$ cat src/rtl/alu_pkg.sv
// Shared definitions for the pipelined carry look-ahead adder/subtractor:
// lookahead group width, result flag bundle and the overflow helper.
package alu_pkg;

    // Bits covered by one first-level carry look-ahead group.
    localparam int GROUP_W = 4;

    // Status flags produced alongside the result.
    typedef struct packed {
        logic cout;   // carry out of the MSB (subtract: 1 = no borrow)
        logic ovf;    // two's-complement signed overflow
        logic zero;   // result is all zeros
    } flags_t;

    // Signed overflow occurs when the carry into the MSB differs from the
    // carry out of it.
    function automatic logic signed_ovf(input logic c_out, input logic c_into_msb);
        return c_out ^ c_into_msb;
    endfunction

endpackage

$ cat src/rtl/cla_adder_half.sv
// Combinational N-bit adder built from 4-bit carry look-ahead groups.
// Group generate/propagate terms feed a second-level lookahead that produces
// every group carry-in directly from the operands and cin.
module cla_adder_half
    import alu_pkg::*;
#(
    parameter int N = 16
) (
    input  logic [N-1:0] a,
    input  logic [N-1:0] b,
    input  logic         cin,
    output logic [N-1:0] sum,
    output logic         cout,
    output logic         c_msb
);

    localparam int NG = N / GROUP_W;

    logic [N-1:0]  g;
    logic [N-1:0]  p;
    logic [NG-1:0] grp_g;
    logic [NG-1:0] grp_p;
    logic [NG:0]   grp_c;
    logic [N:0]    c;

    assign g = a & b;
    assign p = a ^ b;

    // Two-level lookahead: group G/P, group carries, then per-bit carries.
    always_comb begin : lookahead
        logic t;
        logic pp;
        t     = 1'b0;
        pp    = 1'b1;
        grp_g = '0;
        grp_p = '0;
        grp_c = '0;
        c     = '0;

        // Group generate/propagate: G = g3 | p3 g2 | p3 p2 g1 | p3 p2 p1 g0
        for (int k = 0; k < NG; k++) begin
            t  = 1'b0;
            pp = 1'b1;
            for (int j = GROUP_W - 1; j >= 0; j--) begin
                t  = t | (pp & g[k*GROUP_W + j]);
                pp = pp & p[k*GROUP_W + j];
            end
            grp_g[k] = t;
            grp_p[k] = pp;
        end

        // Second level: each group carry-in expanded over all lower groups.
        grp_c[0] = cin;
        for (int k = 0; k < NG; k++) begin
            t  = 1'b0;
            pp = 1'b1;
            for (int j = k; j >= 0; j--) begin
                t  = t | (pp & grp_g[j]);
                pp = pp & grp_p[j];
            end
            grp_c[k+1] = t | (pp & cin);
        end

        // Bit carries inside each group, looked ahead from the group carry-in.
        for (int k = 0; k < NG; k++) begin
            for (int i = 0; i < GROUP_W; i++) begin
                t  = 1'b0;
                pp = 1'b1;
                for (int j = i - 1; j >= 0; j--) begin
                    t  = t | (pp & g[k*GROUP_W + j]);
                    pp = pp & p[k*GROUP_W + j];
                end
                c[k*GROUP_W + i] = t | (pp & grp_c[k]);
            end
        end
        c[N] = grp_c[NG];
    end

    assign sum   = p ^ c[N-1:0];
    assign cout  = c[N];
    assign c_msb = c[N-1];

endmodule

$ cat src/rtl/cla_addsub_pipe.sv
// Two-stage pipelined adder/subtractor. Stage 1 adds the low half and
// registers the mid carry with the high-half operands; stage 2 adds the high
// half and registers the full result with its flags. Valid/ready on both
// sides with full backpressure and one operation per cycle.
// WIDTH must be a multiple of 8 so each half is a whole number of groups.
module cla_addsub_pipe
    import alu_pkg::*;
#(
    parameter int WIDTH = 32
) (
    input  logic             clk,
    input  logic             rst,
    input  logic             in_valid,
    output logic             in_ready,
    input  logic [WIDTH-1:0] in_a,
    input  logic [WIDTH-1:0] in_b,
    input  logic             in_sub,
    output logic             out_valid,
    input  logic             out_ready,
    output logic [WIDTH-1:0] out_sum,
    output logic             out_cout,
    output logic             out_ovf,
    output logic             out_zero
);

    localparam int HALF = WIDTH / 2;

    // Stage-1 register contents; width-dependent, so declared locally.
    typedef struct packed {
        logic [HALF-1:0] lo_sum;
        logic            mid_c;
        logic [HALF-1:0] hi_a;
        logic [HALF-1:0] hi_b;
    } stage1_t;

    function automatic logic all_zero(input logic [WIDTH-1:0] v);
        return ~|v;
    endfunction

    logic [WIDTH-1:0] b_cond;
    logic [HALF-1:0]  lo_sum;
    logic             lo_cout;
    logic             lo_cmsb_unused;
    logic [HALF-1:0]  hi_sum;
    logic             hi_cout;
    logic             hi_cmsb;

    logic             vld_p1;
    logic             vld_p2;
    stage1_t          s1_p1;
    logic [WIDTH-1:0] sum_p2;
    flags_t           flg_p2;

    logic             s2_load;
    logic             s1_adv;
    logic             accept;

    // Operand conditioning: subtraction is A + ~B + 1.
    assign b_cond = in_sub ? ~in_b : in_b;

    // Handshake control; in_ready depends only on state and out_ready.
    assign s2_load  = !vld_p2 || out_ready;
    assign s1_adv   = vld_p1 && s2_load;
    assign in_ready = !vld_p1 || s2_load;
    assign accept   = in_valid && in_ready;

    cla_adder_half #(.N(HALF)) u_lo (
        .a     (in_a[HALF-1:0]),
        .b     (b_cond[HALF-1:0]),
        .cin   (in_sub),
        .sum   (lo_sum),
        .cout  (lo_cout),
        .c_msb (lo_cmsb_unused)
    );

    // ---- stage 1 -> stage 2 boundary ----

    cla_adder_half #(.N(HALF)) u_hi (
        .a     (s1_p1.hi_a),
        .b     (s1_p1.hi_b),
        .cin   (s1_p1.mid_c),
        .sum   (hi_sum),
        .cout  (hi_cout),
        .c_msb (hi_cmsb)
    );

    // Stage valid bits: set on fill, cleared when the stage drains unrefilled.
    always_ff @(posedge clk or posedge rst) begin
        if (rst) begin
            vld_p1 <= 1'b0;
            vld_p2 <= 1'b0;
        end else begin
            vld_p1 <= accept || (vld_p1 && !s1_adv);
            vld_p2 <= s1_adv || (vld_p2 && !out_ready);
        end
    end

    // Stage-1 data: low-half sum, mid carry and high-half operands on accept.
    always_ff @(posedge clk or posedge rst) begin
        if (rst) begin
            s1_p1 <= '0;
        end else if (accept) begin
            s1_p1.lo_sum <= lo_sum;
            s1_p1.mid_c  <= lo_cout;
            s1_p1.hi_a   <= in_a[WIDTH-1:HALF];
            s1_p1.hi_b   <= b_cond[WIDTH-1:HALF];
        end
    end

    // Stage-2 data: full result and flags when stage 1 hands over.
    always_ff @(posedge clk or posedge rst) begin
        if (rst) begin
            sum_p2 <= '0;
            flg_p2 <= '0;
        end else if (s1_adv) begin
            sum_p2      <= {hi_sum, s1_p1.lo_sum};
            flg_p2.cout <= hi_cout;
            flg_p2.ovf  <= signed_ovf(hi_cout, hi_cmsb);
            flg_p2.zero <= all_zero({hi_sum, s1_p1.lo_sum});
        end
    end

    assign out_valid = vld_p2;
    assign out_sum   = sum_p2;
    assign out_cout  = flg_p2.cout;
    assign out_ovf   = flg_p2.ovf;
    assign out_zero  = flg_p2.zero;

endmodule

$ cat config.mk
export PLATFORM = sky130hd
export DESIGN_NAME = cla_addsub_pipe
export DESIGN_NICKNAME = d
export VERILOG_FILES = /design/src/rtl/alu_pkg.sv /design/src/rtl/cla_adder_half.sv /design/src/rtl/cla_addsub_pipe.sv
export SDC_FILE = /design/constraint.sdc
export NUM_CORES = 1
export LEC_CHECK = 0
export BUFFER_PORTS_ARGS = -buffer_cell sky130_fd_sc_hd__buf_2
export CORE_MARGIN = 3
export CORE_UTILIZATION = 50
export CTS_CLUSTER_SIZE = 14
export DETAILED_ROUTE_END_ITERATION = 16
export GPL_ROUTABILITY_DRIVEN = 0
export PLACE_DENSITY_LB_ADDON = 0.2
export SLEW_MARGIN = 10
export SYNTH_ARGS = -nofsm -noshare
export SYNTH_HDL_FRONTEND = slang
export SYNTH_SLANG_ARGS = --single-unit
export TNS_END_PERCENT = 1
$ cat constraint.sdc
create_clock -name clk -period 3.3 [get_ports clk]
set_input_delay 0.66 -clock clk [delete_from_list [all_inputs] [get_ports clk]]
set_output_delay 0.66 -clock clk [all_outputs]
set_load 0.02 [all_outputs]
### After elaboration in Yosys (flattened, before gate mapping)

Index checks and enable logic that the tools add are counted.

| storage, ports and cells | value |
|---|---|
| register bits | 86 |
| input port bits | 69 |
| output and inout port bits | 37 |
| word-level logic and storage cells | 277 |

| cells by class | value |
|---|---|
| multiplexer cells | 1 |
| bitwise gates (word level) | 252 |
| reductions and logical operators | 14 |

Operators with widths:

| cell | count |
|---|---|
| 1-bit bitwise AND | 152 |
| 1-bit OR | 92 |
| 16-bit bitwise XOR | 4 |
| 16-bit bitwise AND | 2 |
| 32-bit two-way mux | 1 |
| 32-bit NOT | 1 |
| 32-bit OR reduction | 1 |
| 1-bit zero test | 5 |
| 1-bit logical AND | 4 |
| 1-bit logical OR | 4 |
| 1-bit bitwise XOR | 1 |

### Logic depth before layout (Yosys ltp)

Gate-level depths: netlist (run 1).

| depth | value |
|---|---|
| depth in word-level cells | 14 |
| mapped depth | 12 |
| mapped depth without buffers | 11 |

### By module

Synthesis (run 1) repeated with hierarchy kept, for this count alone.

| unflattened totals | value |
|---|---|
| cells, all modules | 412 |
| area, all modules | 5,107.4 um^2 |

By module, submodules not included:

| module | times used | cells each | area each (um^2) | seq. area each (um^2) |
|---|---|---|---|---|
| cla_addsub_pipe | 1 | 236 | 3,668.5 | 2,152.1 |
| cla_adder_half (u_hi) | 1 | 101 | 783.3 | 0.0 |
| cla_adder_half (u_lo) | 1 | 75 | 655.6 | 0.0 |

### Worst setup path after synthesis (run 1)

OpenSTA, ideal clock, no wires.

| timing path | value |
|---|---|
| kind | input to register |
| from | input port in_sub |
| to | register s1_p1[46] (netlist bit) |
| setup time | 0.083 ns |
| arrival time | 3.062 ns |
| data required time | 3.217 ns |
| path slack | 0.156 ns |
| stages on the path | 12 |
| path buffers | 2 |
| path through | buf_2 -> buf_1 -> xor2_1 -> ha_1 -> a211oi_1 -> nor2_1 -> o21ai_2 -> o211ai_2 -> nand2_1 -> fa_1 -> xor2_1 -> o21ai_0 |

| on the way | value |
|---|---|
| longest elaborated chain between the ends | 13 |
| elaborated cells on any way between the ends | 41 |

Ends and longest elaborated chain:

| element | RTL line | RTL |
|---|---|---|
| from (decl) | cla_addsub_pipe.sv:17 | `input logic in_sub,` |
| 32-bit two-way mux | cla_addsub_pipe.sv:59 | `assign b_cond = in_sub ? ~in_b : in_b;` |
| 16-bit bitwise XOR or 16-bit bitwise AND (tied branches) | cla_adder_half.sv:27, cla_adder_half.sv:26 |  |
| 1-bit bitwise AND, on equally long branches | cla_adder_half.sv:45, cla_adder_half.sv:46 |  |
| 1-bit OR, or another cell as far along | cla_adder_half.sv:45 | `t = t \| (pp & g[k*GROUP_W + j]);` |
| 1-bit OR or 1-bit bitwise AND (tied branches) | cla_adder_half.sv:45 |  |
| 1-bit OR | cla_adder_half.sv:45 |  |
| 1-bit bitwise AND | cla_adder_half.sv:58 | `t = t \| (pp & grp_g[j]);` |
| 1-bit OR (2 in a row) | cla_adder_half.sv:58 |  |
| 1-bit OR | cla_adder_half.sv:61 | `grp_c[k+1] = t \| (pp & cin);` |
| 1-bit bitwise AND | cla_adder_half.sv:73 | `c[k*GROUP_W + i] = t \| (pp & grp_c[k]);` |
| 1-bit OR | cla_adder_half.sv:73 |  |
| 16-bit bitwise XOR * | cla_adder_half.sv:79 | `assign sum = p ^ c[N-1:0];` |
| to (decl) | cla_addsub_pipe.sv:50 | `stage1_t s1_p1;` |

Mark *: on every way between the ends. The rest lies on a longest branch, timed or not.
A chain may end at the register's enable or synchronous reset.

### Worst setup path after layout (run 1)

| timing path | value |
|---|---|
| from | register s1_p1[17] (netlist bit) |
| to | register flg_p2 (netlist bit out_zero) |

| on the way | value |
|---|---|
| elaborated cells on any way between the ends | 54 |

RTL lines:

| element | RTL line | RTL |
|---|---|---|
| 16-bit bitwise AND or 16-bit bitwise XOR (tied branches) | cla_adder_half.sv:26, cla_adder_half.sv:27 |  |
| 1-bit bitwise AND, on equally long branches | cla_adder_half.sv:45, cla_adder_half.sv:46 |  |
| 1-bit OR or 1-bit bitwise AND (tied branches) | cla_adder_half.sv:45 |  |
| 1-bit OR | cla_adder_half.sv:45 |  |
| 1-bit bitwise AND | cla_adder_half.sv:58 |  |
| 1-bit OR | cla_adder_half.sv:58 |  |
| 1-bit OR * | cla_adder_half.sv:61 |  |
| 16-bit bitwise XOR * | cla_adder_half.sv:79 |  |
| net hi_sum[12] | cla_addsub_pipe.sv:44 | `logic [HALF-1:0] hi_sum;` |
| 32-bit OR reduction * | cla_addsub_pipe.sv:37 | `return ~\|v;` |
| 1-bit zero test * | cla_addsub_pipe.sv:37 |  |
| to (decl) | cla_addsub_pipe.sv:52 | `flags_t flg_p2;` |

Mark *: on every way through the listed nets, which the timed path passes. The rest lies on a longest branch.

==> metrics.txt, run 1 <==
Starting Density=52.3%; slowest CP cell=fa_1; worst-margin pin slew=0.736 ns; RSZ-0062 raised after global routing=yes; most frequent cells in the layout=buf_2 (105), dfrtp_1 (86), nand2_1 (60); io pins=106; Hold Path Class=in2async; status=completed; insertion delay to the later sink of the worst-skew pair=0.36 ns; leakage power=2.78 nW; Die W=105 microns; NumNets Final=682; vias in the first global route=3750; Vias per Instance=5.32; Num Clock Sinks=86; Fin. Hold Viols=0; root buffer cell=clkbuf_8; n_diodes=0; largest net degree at the start of global routing=84; core area=9420 sq um; worst reg2reg setup slack=0.13 ns; Post-Syn Area per Cell=10.5 sq um; GRT Overall Usage=20.4%; PD cells=672 nW/um^2; min Tclk post-route=3.17 ns; std cell rows=35; count of flip-flops with a built-in enable after synthesis=0; CTS buffer count=9; critical path's largest stage delay=0.49 ns; Syn Nets=577; worst relative slew slack=50.9%; Die Ht=105 microns; worst-path maximum fanout=5; CP Capture Type=flop; Max Cap Viol=0; clk_skew=0.0148 ns; post-synth cell types=56; mapped cell area=4920 sq um; Area after DPL=5610 sq um; H-Tree Depth=3; crit path launch type=flop; Area growth, synth to finish=18.7%; initial antenna violation count=0; Achievable Freq=316 MHz; wire per inst=15.5 microns; final clock period utilization by the worst path=95.9%; post-route cell area=5840 sq um; commonest non-fill, non-tap cell in the layout=buf_2; synthesized instance count=469; Iteration-0 DRC Markers=126; crit-path cells=ha_4 -> a21oi_4 -> a21oi_2 -> o311ai_2 -> nand3_1 -> a21o_1 -> fa_1 -> nor4b_2 -> nand4_1 -> or4_1 -> o31ai_1; Critical Path RT=3.57 ns; Max IR drop VDD=0.297 mV; Crit Reg-Reg Endpoint=out_zero$_DFFE_PP0P_; layout cell share with drive strength beyond 1=30.9%; drt drc=0; YS warnings=0; fraction of registers with async set/reset=100%; Congestion Overflow GR=0; Slew Viols, Final=0; Post-DP HPWL=8610 microns; reg2reg start=s1_p1[17]$_DFFE_PP0P_; first-pass GRT wire length=18100 microns; drt total wl=11000 microns; setup violators final=0; Worst R2R Path Depth=11; Data arrival, critical path=3.43 ns; PortBufs=105; Seq/Total Area, Yosys=43.7%; area of the die=11100 sq um; clk buf depth=2; DRT antenna net count=0; CTS tree=done; setup_tns=0 ns; drt pass-1 iters=4; #FFs+latches synth=86; kind of critical path=reg2reg; Worst Setup SP=s1_p1[17]$_DFFE_PP0P_; via count=3767; clock slew at reported path FFs=0.09 ns; main flop type after synthesis=dfrtp_1
-- cells in the mapped netlist, drive strengths merged, types with 3 or more instances --
master | instances | area share, %
a211oi | 3 | 0.46
a21o | 4 | 0.61
a21oi | 14 | 1.6
a31oi | 4 | 0.64
and2 | 3 | 0.43
buf | 6 | 0.56
clkbuf | 13 | 1.3
dfrtp | 86 | 44
fa | 7 | 2.8
ha | 32 | 8.1
inv | 15 | 1.1
mux2 | 35 | 8.0
mux2i | 4 | 0.81
nand2 | 61 | 4.7
nand2b | 4 | 0.51
nand3 | 8 | 0.81
nand4 | 3 | 0.38
nor2 | 16 | 1.2
nor3 | 9 | 0.92
nor4 | 4 | 0.51
o21a | 3 | 0.46
o21ai | 50 | 5.2
o31ai | 3 | 0.46
xnor2 | 29 | 5.2
xor2 | 27 | 4.8
-- logic make-up (layout without fill, tap and decap cells) --
group / count (synthesis) / in the layout / synth area share [%]
AO/OA/AOI/OAI: 95 / 95 / 12.3
XOR/XNOR: 56 / 56 / 9.96
adder cells (fa/ha/maj): 39 / 39 / 11.0
buffers and inverters: 34 / 144 / 2.97
flip-flops: 86 / 86 / 43.7
multiplexers: 39 / 39 / 8.82
AND/OR/NAND/NOR: 120 / 120 / 11.2
-- power by group --
| group | switching (mW) | internal, mW |
|---|---|---|
| logic | 0.926 | 0.686 |
| clock network | 0.396 | 0.356 |
| registers | 0.207 | 1.35 |
| total | 1.53 | 2.40 |
-- critical path, delay by kind of cell, from the launching register on --
kind                       cells  cell delay, ns
adders and majority gates      2            0.77
AOI/OAI and AO/OA              5            0.93
DFF                            1            0.43
and+or+nand+nor                4            0.94
-- worst max-delay path by stage --
stage | to | slack, ns | depth (start not counted)
3_5_place_dp | out_zero$_DFFE_PP0P_ | 0.004 | 11
4_1_cts | out_zero$_DFFE_PP0P_ | 0.04 | 11
6_report | out_zero$_DFFE_PP0P_ | 0.13 | 11
2_1_floorplan | s1_p1[46]$_DFFE_PP0P_ | 0.16 | 12
3_3_place_gp | out_zero$_DFFE_PP0P_ | 0.14 | 11
5_1_grt | out_zero$_DFFE_PP0P_ | -0.04 | 11
-- area by class of cell --
cell class                      instances  area, sq um
Clock buffer                           10          128
Fill cell                             805         3570
Sequential cell                        86         2150
Timing Repair Buffer                  113          611
Tap cell                              129          161
Clock inverter                          6         71.3
Multi-Input combinational cell        349         2660
Inverter                               15         57.6
-- per-stage QoR --
step           std cells  power (mW)  utilization, %  worst slack, ns  hold WS, ns
4_1_cts              708        3.93            61.7           0.0398        0.420
3_3_place_gp         692        3.12            59.6            0.143        0.445
5_1_grt              708        4.20            62.0          -0.0369        0.459
3_5_place_dp         692        3.18            59.6          0.00354        0.463
2_1_floorplan        469        2.64               -            0.156        0.456
6_report             708        3.93            62.0            0.134        0.402
-- flip-flops by register name, summed over array words and instances (netlist names) --
name       count
s1_p1         49
out_valid      1
out_sum       32
out_cout       1
out_zero       1
out_ovf        1
vld_p1         1
-- layer usage --
layer	global-route usage [%]	part of all wire [%]	wire, microns
met1	29.3	49	5380
met2	32.0	45	4980
met3	3.74	4.2	462
met4	5.44	1.2	136
met5	0	0	0
-- repair_timing --
action / 4_1_cts / 5_1_grt
hold buffers: 0 / 0
buffers inserted: 0 / 0
cloned: 0 / 0
setup endpoints to repair: 1 / 1
gates resized for setup: 1 / 3
pin swaps: 0 / 9
(Power assumes the default switching activity.)
==> run 2, diff against run 1 <==
- RECOVER_POWER: default -> 100
==> metrics.txt, run 2 (synthesized netlist as in run 1, its figures left out) <==
post-route cell area=5760 sq um (-1.4%); area of the multi-input gates=2660 sq um (unchanged); PD cells=673 nW/um^2 (+0.17%); vias in the first global route=3750 (unchanged); largest register by flop count=s1_p1; Finished Layout Cells=708 (unchanged); DRT antenna net count=0 (unchanged); Area growth, synth to finish=17.0%; status=finished, violations left; register area=2150 sq um (unchanged); crit path launch type=flop; io pins=106 (unchanged); via count=3764 (-0.080%); CP Capture Type=flop; NumNets Final=682 (unchanged); worst-margin pin slew=1.83 ns (+1.10 ns); kind of critical path=reg2reg; drt drc=0 (unchanged); Critical Path RT=3.57 ns (about the same); failing checks=capacitance limit, slew limit; hold-fix buffers at CTS=0 (unchanged); slack of the critical path=0.148 ns (+0.0140 ns); first-pass GRT wire length=18100 microns (unchanged); CTS tree=done; Data arrival, critical path=3.42 ns (about the same); commonest non-fill, non-tap cell in the layout=dfrtp_1; leakage power=2.64 nW (-4.9%); Max Cap Viol=2 (+2); placed insts=692 (unchanged); Achievable Freq=317 MHz (+0.44%); Filler cells=836 (+3.9%); Die Ht=105 microns (unchanged); clk buf depth=2 (unchanged); initial antenna violation count=0 (unchanged); Worst R2R Path Depth=11 (unchanged); RSZ-0062 raised after global routing=yes; Congestion Overflow GR=0 (unchanged); H-Tree Depth=3 (unchanged); Post-DP HPWL=8610 microns (unchanged); PortBufs=105 (unchanged); CTS buffer count=9 (unchanged); most frequent cells in the layout=dfrtp_1 (86), buf_2 (68), nand2_1 (60); Vias per Instance=5.32 (about the same); core area=9420 sq um (unchanged); area of the die=11100 sq um (unchanged); Slew Viols, Final=85 (+85); hold depth=2; drt total wl=11000 microns (+0.33%); drt pass-1 iters=4 (unchanged); largest net degree at the start of global routing=84 (unchanged); Area after DPL=5610 sq um (unchanged); n_diodes=0 (unchanged); min Tclk post-route=3.15 ns (-0.0140 ns); clock slew at reported path FFs=0.09 ns (about the same); Iteration-0 DRC Markers=124 (-1.6%); Starting Density=52.3% (unchanged); Largest register FFs=49 (unchanged); worst relative slew slack=-22.9% (-74 points); Max IR drop VDD=0.286 mV (-3.7%); final clock period utilization by the worst path=95.5% (-0.42 points); Num Clock Sinks=86 (unchanged); layout cell share with drive strength beyond 1=24.2% (-6.7 points); Hold Path Class=reg2reg; setup violators final=0 (unchanged); wire per inst=15.5 microns (+0.33%); Fin. Hold Viols=0 (unchanged); root buffer cell=clkbuf_8; Die W=105 microns (unchanged); worst-path maximum fanout=5 (unchanged); insertion delay to the later sink of the worst-skew pair=0.36 ns (about the same); GRT Overall Usage=20.4% (unchanged); std cell rows=35 (unchanged); total power=3.88 mW (-1.3%); pre-CTS WS=0.00354 ns (unchanged); clk_skew=0.0142 ns (-0.000584 ns)
run 2: worst paths after layout:
check                                        start                 endpoint  slack (ns)
setup / recovery             s1_p1[17]$_DFFE_PP0P_     out_zero$_DFFE_PP0P_        0.15
hold / removal             out_sum[19]$_DFFE_PP0P_  out_sum[19]$_DFFE_PP0P_        0.49
setup reg to reg             s1_p1[17]$_DFFE_PP0P_     out_zero$_DFFE_PP0P_        0.15
hold reg to reg            out_sum[19]$_DFFE_PP0P_  out_sum[19]$_DFFE_PP0P_        0.49
max in group asynchronous                      rst    s1_p1[19]$_DFFE_PP0P_        0.75
min in group asynchronous                      rst   out_sum[2]$_DFFE_PP0P_        0.76
run 2: per-stage QoR:
stage	setup TNS, ns	hold slack, ns	util (%)
4_1_cts	0	0.420	61.7
3_3_place_gp	0	0.445	59.6
5_1_grt	-0.0369	0.505	61.1
2_1_floorplan	0	0.456	-
3_5_place_dp	0	0.463	59.6
6_report	0	0.487	61.1
run 2: metal layers:
layer | global-route usage (%) | vias to the layer above | routed length [microns]
met5 | 0 | - | 0
met4 | 5.44 | 0 | 136
met3 | 3.74 | 14 | 519
met2 | 32.0 | 101 | 4990
met1 | 29.3 | 1804 | 5360
li1 | - | 1845 | -
run 2: repair_timing:
| action | 4_1_cts | 5_1_grt |
|---|---|---|
| buffers inserted | 0 | 0 |
| setup endpoints to repair | 1 | 1 |
| pin swaps | 0 | 9 |
| gates resized for setup | 1 | 3 |
run 2: worst max-delay path: stages, from the launching register on:
cell and delay [ns]:
dfrtp_1 0.42, ha_4 0.28, a21oi_4 0.15, a21oi_2 0.10, o311ai_2 0.25, nand3_1 0.12
a21o_1 0.19, fa_1 0.49, nor4b_2 0.29, nand4_1 0.11, or4_1 0.41, o31ai_1 0.24
run 2: cell type report:
| type | instances | area share [%] |
|---|---|---|
| multi-input cells | 349 | 46.2 |
| flip-flops and latches | 86 | 37.4 |
| repair buffers | 113 | 9.15 |
| well taps | 129 | 2.80 |
| clock buffers | 10 | 2.22 |
| clock inverters | 6 | 1.24 |
| inverters | 15 | 1.00 |
run 2: report_power, final:
| group | total, mW | switching [mW] | internal, mW |
|---|---|---|---|
| combinational | 1.55 | 0.925 | 0.629 |
| sequential | 1.57 | 0.216 | 1.36 |
| clock | 0.750 | 0.395 | 0.356 |
==> run 3, diff against run 2 <==
--- a/config.mk
+++ b/config.mk
@@ -9,3 +9,3 @@
 export CORE_MARGIN = 3
-export CORE_UTILIZATION = 50
+export CORE_UTILIZATION = 39
 export CTS_CLUSTER_SIZE = 14
@@ -19,2 +19 @@
 export SYNTH_SLANG_ARGS = --single-unit
-export TNS_END_PERCENT = 1
==> constraint.sdc (replaced) <==
create_clock -name clk -period 3.3 [get_ports clk]
set_input_delay 0.825 -clock clk [delete_from_list [all_inputs] [get_ports clk]]
set_output_delay 0.825 -clock clk [all_outputs]
set_load 0.02 [all_outputs]
==> metrics.txt, run 3 (synthesized netlist as in run 1, its figures left out) <==
Net Sw Frac=37.1% (-2.5 points); via count=3692 (-1.9%); CP Capture Type=flop; Data arrival, critical path=3.40 ns (-0.02 ns); status=finished, violations left; H-Tree Depth=3 (unchanged); leakage power=2.83 nW (+7.0%); first-pass GRT wire length=18400 microns (+1.4%); drt pass-1 iters=4 (unchanged); worst relative slew slack=-18.5% (+4.5 points); Area growth, synth to finish=21.7%; WHS=0.469 ns (-0.0184 ns); Iteration-0 DRC Markers=188 (+52%); sequential power share=37.2% (-3.3 points); clock slew at reported path FFs=0.07 ns (-0.02 ns); Achievable Freq=318 MHz (+0.18%); PortBufs=105 (unchanged); Post-DP HPWL=8680 microns (+0.82%); Die Ht=118 microns (+12%); setup_tns=0 ns (unchanged); combinational share of power=38.5% (-1.6 points); drt drc=0 (unchanged); io pins=106 (unchanged); NetSw=1.56 mW (+1.4%); Area after DPL=5660 sq um (+1.0%); initial antenna violation count=1 (+1); root buffer cell=clkbuf_16; std cell rows=40 (+14%); commonest non-fill, non-tap cell in the layout=buf_2; post-route cell area=5990 sq um (+4.1%); most frequent cells in the layout=buf_2 (105), dfrtp_1 (86), nand2_1 (60); clk_skew=0.00688 ns (-0.00735 ns); Crit path max-delay family=simple AND/OR/NAND/NOR gates; NumNets Final=684 (+0.29%); layout cell share with drive strength beyond 1=31.3% (+7.1 points); largest net degree at the start of global routing=84 (unchanged); Fin. Hold Viols=0 (unchanged); DRT antenna net count=0 (unchanged); total power=4.19 mW (+8.1%); Num Clock Sinks=86 (unchanged); kind of critical path=reg2reg; drt total wl=11100 microns (+1.1%); CTS buffer count=9 (unchanged); min Tclk post-route=3.15 ns (-0.00566 ns); worst-margin pin slew=1.77 ns (-0.0667 ns); Filler cells=1131 (+35%); Critical Path RT=3.55 ns (-0.02 ns); Hold Path Class=reg2reg; Max Cap Viol=1 (-1); RSZ-0062 raised after global routing=yes; Slew Viols, Final=41 (-52%); final clock period utilization by the worst path=95.4% (-0.17 points); setup violators final=0 (unchanged); insertion delay to the later sink of the worst-skew pair=0.34 ns (-0.02 ns); failing checks=capacitance limit, slew limit; PD cells=700 nW/um^2 (+3.9%); Starting Density=40.5% (-12 points); Pint=2.64 mW (+13%); area of the die=14000 sq um (+27%); GRT Overall Usage=16.4% (-4.0 points); Congestion Overflow GR=0 (unchanged); worst-path maximum fanout=5 (unchanged); wire per inst=14.8 microns (-4.5%); CTS tree=done; Die W=118 microns (+12%); clk buf depth=2 (unchanged); slack of the critical path=0.153 ns (+0.00566 ns); buffer and inverter count on the worst path=0 (unchanged); clock share of power=24.3% (+4.9 points); Largest register FFs=49 (unchanged); Max IR drop VDD=0.327 mV (+14%); crit path launch type=flop; crit-path cells=ha_4 -> a21oi_4 -> a21oi_2 -> o311ai_2 -> nand3_1 -> a21o_1 -> fa_1 -> nor4b_2 -> nand4_1 -> or4_1 -> o31ai_1; largest register by flop count=s1_p1; slowest CP cell=fa_1; pre-CTS WS=0.0358 ns (+0.0322 ns); Vias per Instance=4.92 (-7.4%); core area=12200 sq um (+29%); hold-fix buffers at CTS=0 (unchanged); critical path's largest stage delay=0.48 ns (about the same); vias in the first global route=3605 (-3.9%)
==> run 3: path summary, 6_finish.rpt <==
check                           cells after the start            startpoint  slack, ns                     end
worst max-delay path                               11  s1_p1[1]$_DFFE_PP0P_       0.15    out_zero$_DFFE_PP0P_
worst min-delay path                                2  out_cout$_DFFE_PP0P_       0.47    out_cout$_DFFE_PP0P_
worst max register to register                     11  s1_p1[1]$_DFFE_PP0P_       0.15    out_zero$_DFFE_PP0P_
worst min register to register                      2  out_cout$_DFFE_PP0P_       0.47    out_cout$_DFFE_PP0P_
max in group asynchronous                           3                   rst       0.55    s1_p1[8]$_DFFE_PP0P_
min in group asynchronous                           2                   rst       0.91  out_sum[8]$_DFFE_PP0P_
==> run 3: final cells by class <==
type / instances / area, sq um / area share [%]
Antenna cell: 1 / 2.50 / 0.0418
Clock buffer: 9 / 225 / 3.76
Clock inverter: 7 / 72.6 / 1.21
Inverter: 15 / 57.6 / 0.961
Multi-Input combinational cell: 349 / 2660 / 44.4
Sequential cell: 86 / 2150 / 35.9
Tap cell: 168 / 210 / 3.51
Timing Repair Buffer: 115 / 611 / 10.2
==> run 3: metrics by stage <==
stage               util, %  instances
finish                 49.3        750
global route           49.3        750
CTS                    49.0        748
detailed placement     46.6        732
global placement       46.6        732
floorplan                 -        469
==> run 3: worst min-delay path, stage by stage (launching register included) <==
cell and delay, ns:
dfrtp_1 0.34, nand2_1 0.04, o21ai_0 0.05
==> run 3: per-layer routing <==
metal | GRT usage [%] | share of wire (%)
met3 | 2.97 | 4.9
met1 | 23.5 | 50
met5 | 0 | 0
met2 | 24.3 | 42
met4 | 7.40 | 2.4
==> run 3: timing repair <==
action,CTS,global route
endpoints found under the setup margin,0,1
setup buffers,0,1
gates resized for setup,0,4
==> run 3: power by group through the flow <==
stage          Clock, mW  Combinational [mW]  Sequential, mW
6_report            1.02                1.61            1.56
3_5_place_dp           0                1.61            1.58
2_1_floorplan          0               0.889            1.75
4_1_cts             1.04                1.61            1.56
5_1_grt             1.09                1.79            1.60
3_3_place_gp           0                1.58            1.57
